===== config.mk =====
export PLATFORM = sky130hd
export DESIGN_NAME = aes_hex_pager
export DESIGN_NICKNAME = d
export VERILOG_FILES = /design/src/rtl/aes_hex_pager.sv
export SDC_FILE = /design/constraint.sdc
export NUM_CORES = 1
export LEC_CHECK = 0
export ABC_CLOCK_PERIOD_IN_PS = 13700
export CORE_MARGIN = 4
export CORE_UTILIZATION = 55
export DETAILED_ROUTE_END_ITERATION = 10
export PLACE_DENSITY = 0.92
export SLEW_MARGIN = 20
export SYNTH_ARGS = -nofsm -noshare
export SYNTH_HDL_FRONTEND = slang
export SYNTH_SLANG_ARGS = --single-unit

===== constraint.sdc =====
create_clock -name clk -period 13.7 [get_ports clk]
set_clock_uncertainty 0.2 [all_clocks]
set_input_delay 2.74 -clock clk [delete_from_list [all_inputs] [get_ports clk]]
set_output_delay 2.74 -clock clk [all_outputs]
set_load 0.02 [all_outputs]

===== src/rtl/aes_hex_pager.sv =====
// Latches a wide AES result and pages it, 4*DIGITS bits at a time, onto seven-segment digit codes.
// Optional timed auto-advance is enabled by defining AES_PAGER_AUTO_ADVANCE_EN.
module aes_hex_pager #(
  parameter int unsigned DATA_W   = 128,
  parameter int unsigned DIGITS   = 4,
  parameter int unsigned TICK_DIV = 50_000_000
) (
  input  logic                                   clk,
  input  logic                                   rst,
  input  logic                                   load,
  input  logic [DATA_W-1:0]                      data_in,
  input  logic                                   next,
  input  logic                                   clear,
  output logic [4*DIGITS-1:0]                    digits,
  output logic [$clog2(DATA_W/(4*DIGITS))-1:0]   page,
  output logic                                   active,
  output logic                                   wrap
);

  localparam int unsigned PageBits = 4 * DIGITS;
  localparam int unsigned Pages    = DATA_W / PageBits;
  localparam int unsigned PageW    = $clog2(Pages);

  if ((DATA_W % PageBits) != 0 || Pages < 2) begin : g_bad_geometry
    $error("aes_hex_pager: DATA_W must be a multiple of 4*DIGITS giving at least two pages");
  end
  if (TICK_DIV < 2) begin : g_bad_tick
    $error("aes_hex_pager: TICK_DIV must be at least 2");
  end

  typedef enum logic {StIdle, StShow} state_e;

  state_e                state_q;
  logic [DATA_W-1:0]     data_q;
  logic [PageW-1:0]      page_q;
  logic                  active_q;
  logic                  wrap_q;
  logic                  tick;

`ifdef AES_PAGER_AUTO_ADVANCE_EN
  localparam int unsigned CntW = $clog2(TICK_DIV);

  logic [CntW-1:0] cnt_q;

  assign tick = (state_q == StShow) && (cnt_q == CntW'(TICK_DIV - 1));

  // Any page-changing event, or being idle, restarts the interval.
  always_ff @(posedge clk or posedge rst) begin
    if (rst) begin
      cnt_q <= '0;
    end else if (clear || load || next || tick || (state_q != StShow)) begin
      cnt_q <= '0;
    end else begin
      cnt_q <= cnt_q + 1'b1;
    end
  end
`else
  assign tick = 1'b0;
`endif

  always_ff @(posedge clk or posedge rst) begin
    if (rst) begin
      state_q  <= StIdle;
      data_q   <= '0;
      page_q   <= '0;
      active_q <= 1'b0;
      wrap_q   <= 1'b0;
    end else begin
      wrap_q <= 1'b0;
      if (clear) begin
        state_q  <= StIdle;
        page_q   <= '0;
        active_q <= 1'b0;
      end else if (load) begin
        state_q  <= StShow;
        data_q   <= data_in;
        page_q   <= '0;
        active_q <= 1'b1;
      end else if ((state_q == StShow) && (next || tick)) begin
        if (page_q == PageW'(Pages - 1)) begin
          page_q <= '0;
          wrap_q <= 1'b1;
        end else begin
          page_q <= page_q + 1'b1;
        end
      end
    end
  end

  // Page 0 carries the most significant nibbles; idle shows codes the decoder blanks.
  always_comb begin
    digits = '1;
    if (state_q == StShow) begin
      for (int unsigned p = 0; p < Pages; p++) begin
        if (page_q == PageW'(p)) begin
          digits = data_q[DATA_W-1-p*PageBits -: PageBits];
        end
      end
    end
  end

  assign page   = page_q;
  assign active = active_q;
  assign wrap   = wrap_q;

endmodule


## Word-level counts from Yosys, hierarchy flattened

Index checks and enable logic that the tools add are counted.

- Output and inout bits: 21
- Input bits: 133
- Bits in registers: 133
- Word-level logic and storage cells: 37

- Bitwise gates (word level): 1
- Muxes and demuxes: 19
- Add/sub/neg operators: 1
- Equality and inequality tests: 7
- Reductions and logical operators: 5

Operators with widths:

| kind | number |
|---|---|
| 16-bit two-way mux | 9 |
| 3-bit == test (second input constant) | 4 |
| 3-bit two-way mux | 4 |
| 3-bit by 2-bit == test with 1-bit output (second input constant) | 2 |
| 1-bit two-way mux | 6 |
| 3-bit by 1-bit adder with 3-bit output (second input constant) | 1 |
| 3-bit by 1-bit == test with 1-bit output (second input constant) | 1 |
| 3-bit logical NOT | 1 |
| 3-bit nonzero test | 1 |
| 2-bit AND reduction | 1 |
| 2-bit nonzero test | 1 |
| 1-bit logical AND | 1 |
| 1-bit inverter | 1 |

## Longest topological paths before layout

- Depth after elaboration: 10
- Mapped depth: 7
- Gate-level depth less buffers: 5

## Least setup slack after synthesis

OpenSTA, ideal clock, no wires.

- Path type: register -> output
- Start point: register page_q[0], in the netlist page[0]
- End point: output digits[10]
- Required time: 10.760 ns
- Stages on the path, launching flop included: 8
- Arrival time: 1.887 ns
- Setup slack: 8.873 ns
- Buffers on the path: 2
- Cells stage by stage: dfrtp_1 ha_1 ha_1 buf_2 nor2_4 buf_4 o311ai_1 a311o_1

- Word-level cells in the longest chain between the ends: 10
- Elaborated cells between the ends (all ways): 17
- Classes of those cells: eq/ne (7); mux (9); reduce/logical (1)

RTL lines:

| item | line | RTL |
|---|---|---|
| start, declared | 35 | `logic [PageW-1:0] page_q;` |
| start signal, assigned | 84 | `page_q <= page_q + 1'b1;` |
| 3-bit logical NOT | 95 | `if (page_q == PageW'(p)) begin` |
| 16-bit two-way mux (7 in series) | 95 |  |
| 16-bit two-way mux (*) | 95 |  |
| 16-bit two-way mux (*) | 93 | `if (state_q == StShow) begin` |
| end, declared | 14 | `output logic [4*DIGITS-1:0] digits,` |

Every way passes the cells marked *; elsewhere a longest branch is shown, timed or not.

## Worst setup path after layout

- Start point: register page_q[0], in the netlist page[0]
- End point: output digits[15]

The elaborated chain is that of the path after synthesis.

==> results.ini <==
[outcome]
outcome=finished, final reports clean

[power]
power_uw=1110
power_density_nw_per_um2=126
ir_drop_v=0.000106
p_leak_uw=0.00367

[logic_synthesis]
synthMuxAreaShare_pct=18.1
synth_xor_area_share_pct=0
ys_ff_latch=133
synth_adder_area_share_pct=1.10
synth_top_cells_by_count=dfrtp_1, nand2_1, mux2_2, inv_1, mux2_4
synth-compound-area-share_pct=13.2
synth_area_leaders=dfrtp_1, mux2_2, mux2_4, nand2_1, nor3b_2
syn_nets=713
synth-main-ff-cell=dfrtp_1
syn_avg_cell_area_sq_um=11.9
yosys_warnings=0
synth_cell_types=33
yosysMostFrequentCell=dfrtp_1
syn_area_sq_um=6830
synth.largest_area_cell=dfrtp_1
yosysTopAreaCellShare_pct=48.7
synthSimpleGateAreaFrac_pct=11.7
synth_seq_area_share_pct=48.7
synth-edff-count=0
synth_top_family_by_area=multiplexers
synth_cells=574
synthArstFlopShare_pct=100

[floorplanning]
num_rows=40
io_pins=154
die_w_um=119
coreArea_sq_um=12100
die_area_sq_um=14300
die_y_um=119
start_util_pct=56.6

[worst_hold_path]
whs_endpoint=data_q[95]
min_path_type=reg2reg
whs_path_depth=1
hold_start=data_q[95]

[critical_path]
r2r-start=page[0]
slowest_delay_ps=820
cp_max_fo=20
r2r_slack_ps=11780
crit_type=reg2out
crit_path_end_kind=output pin
cp.required_ps=10760
r2r-end=page[2]
crit_top_cell=ha_1
critPathLaunch=page[0]
reg2reg_depth=4
path_cells=ha_1, ha_1, nand2b_1, a221oi_1, a311o_1, clkdlybuf4s50_1
arrival_ps=3620
cpMaxStageDelayCell=nand2b_1
startpoint_type=flip-flop

[global_routing]
globalRouteOverflowTotal=0
grt_max_degree=83
antenna_found_initial=2
grt_pass1_vias=5601
grt_usage_pct=28.0
grt_pass1_wl_um=30200

[clock_tree]
ctsResizeCount=0
cts_root_buffer=clkbuf_16
cts_made_buffers=17
cts_tree=built
cts_hold_buf=0
path_clk_slew_ps=60
cts-htree-levels=4
postCtsSetupRepairBufs=0
cts_sinks=133
clk_path_buf_depth=2
clock_latency_ps=420

[timing]
slew_viol_final=0
finalSetupTns_ps=0
hold_viol_final=0
rsz0062_at_grt=false
relSlewSlack_pct=30.7
tightest_slew_ps=1040
period_share_pct=47.9
whs_ps=308
period_needed_ps=6560
finalSetupViolations=0
fmax_mhz=152

[layout]
final_cell_count_no_fill=886
nets=844
num-fill-cells=810
syn_to_final_growth_pct=29.4
drive_gt1_share_pct=23.0

[routing]
routed_via_density=5.88
vias=5210
wl_per_cell_um=22.0
ant_nets=0
dr.pass1.iters=6
first_iter_violations=564
drc=0
routed_wl_um=19500

[flow_run]
cap_violations=0

[place]
globalplace.congestion=0.852
placed_cells=854
dp_hpwl_um=13700
port_buffers=153

==> cell usage in the layout (no fill, tap or decap), drive strengths merged <==
master / netlist / layout
nor4b: 1 / 1
o311ai: 16 / 16
clkinvlp: 0 / 3
mux2: 96 / 96
ha: 6 / 6
nand3b: 16 / 16
nand2: 82 / 82
dfrtp: 133 / 133
inv: 36 / 36
o21ai: 32 / 32
clkbuf: 3 / 22
diode: 0 / 1
nor2b: 17 / 17
buf: 43 / 5
bufinv: 0 / 1
nor3: 2 / 2
clkdlybuf4s50: 0 / 153
and3: 1 / 1
a2bb2oi: 16 / 16
nor2: 5 / 5
a311o: 16 / 16
clkinv: 0 / 5
a2111oi: 1 / 1
a21oi: 16 / 16
mux2i: 2 / 2
a221oi: 16 / 16
nor3b: 16 / 16
nand2b: 1 / 1
o21a: 1 / 1
==> cell families (layout without fill, tap and decap cells) <==
kind of cell | after synthesis | after routing
adder cells (fa/ha/maj) | 6 | 6
flip-flops | 133 | 133
other | 0 | 1
buffers and inverters | 82 | 225
AO/OA/AOI/OAI | 114 | 114
AND/OR/NAND/NOR | 141 | 141
multiplexers | 98 | 98
==> power breakdown <==
group | internal, uW | total, uW | switching, uW
sequential | 448 | 482 | 34.4
clock | 266 | 433 | 167
combinational | 114 | 197 | 83.3
==> through the flow <==
stage / setup slack (ps) / cell area (sq um) / util (%)
after floorplan: 7210 / 6830 / -
after global placement: 7760 / 8270 / 68.6
after detailed placement: 7640 / 8270 / 68.6
after CTS: 7190 / 8830 / 73.2
after global routing: 6990 / 8840 / 73.3
final: 7140 / 8840 / 73.3
==> critical path: cells and delay by family, from the launching register on <==
| family | cells | cell delay [ps] |
|---|---|---|
| and+or+nand+nor | 1 | 820 |
| buffers and inverters | 1 | 570 |
| adders and majority gates | 2 | 840 |
| DFF | 1 | 440 |
| AOI/OAI and AO/OA | 2 | 520 |
==> cell type report <==
cell class	instances	area (sq um)	share of cell area, %
Clock buffer	22	484	5.48
Inverter	36	138	1.56
Multi-Input combinational cell	359	3030	34.2
Clock inverter	9	77.6	0.877
Antenna cell	1	2.50	0.0283
Timing Repair Buffer	158	1570	17.8
Sequential cell	133	3330	37.6
Tap cell	168	210	2.38
==> routing by layer <==
| metal | vias up | global-route usage [%] | part of all wire (%) |
|---|---|---|---|
| li1 | 2294 | - | - |
| met1 | 2601 | 34.0 | 39 |
| met2 | 252 | 46.2 | 49 |
| met3 | 61 | 6.74 | 7.8 |
| met4 | 2 | 14.7 | 4.4 |
| met5 | - | 0 | 0.097 |
==> worst max-delay path by stage <==
stage,to,slack [ps],depth (start not counted)
2_1_floorplan,active,7210,1
3_3_place_gp,digits[1],7760,6
3_5_place_dp,digits[0],7640,6
4_1_cts,digits[0],7190,6
5_1_grt,digits[15],6990,6
6_report,digits[15],7140,6
==> state kept, by name, indices dropped and copies added (netlist names) <==
signal	cells
active	1
wrap	1
page	3
data_q	128
Power figures use the tool's default switching activity.
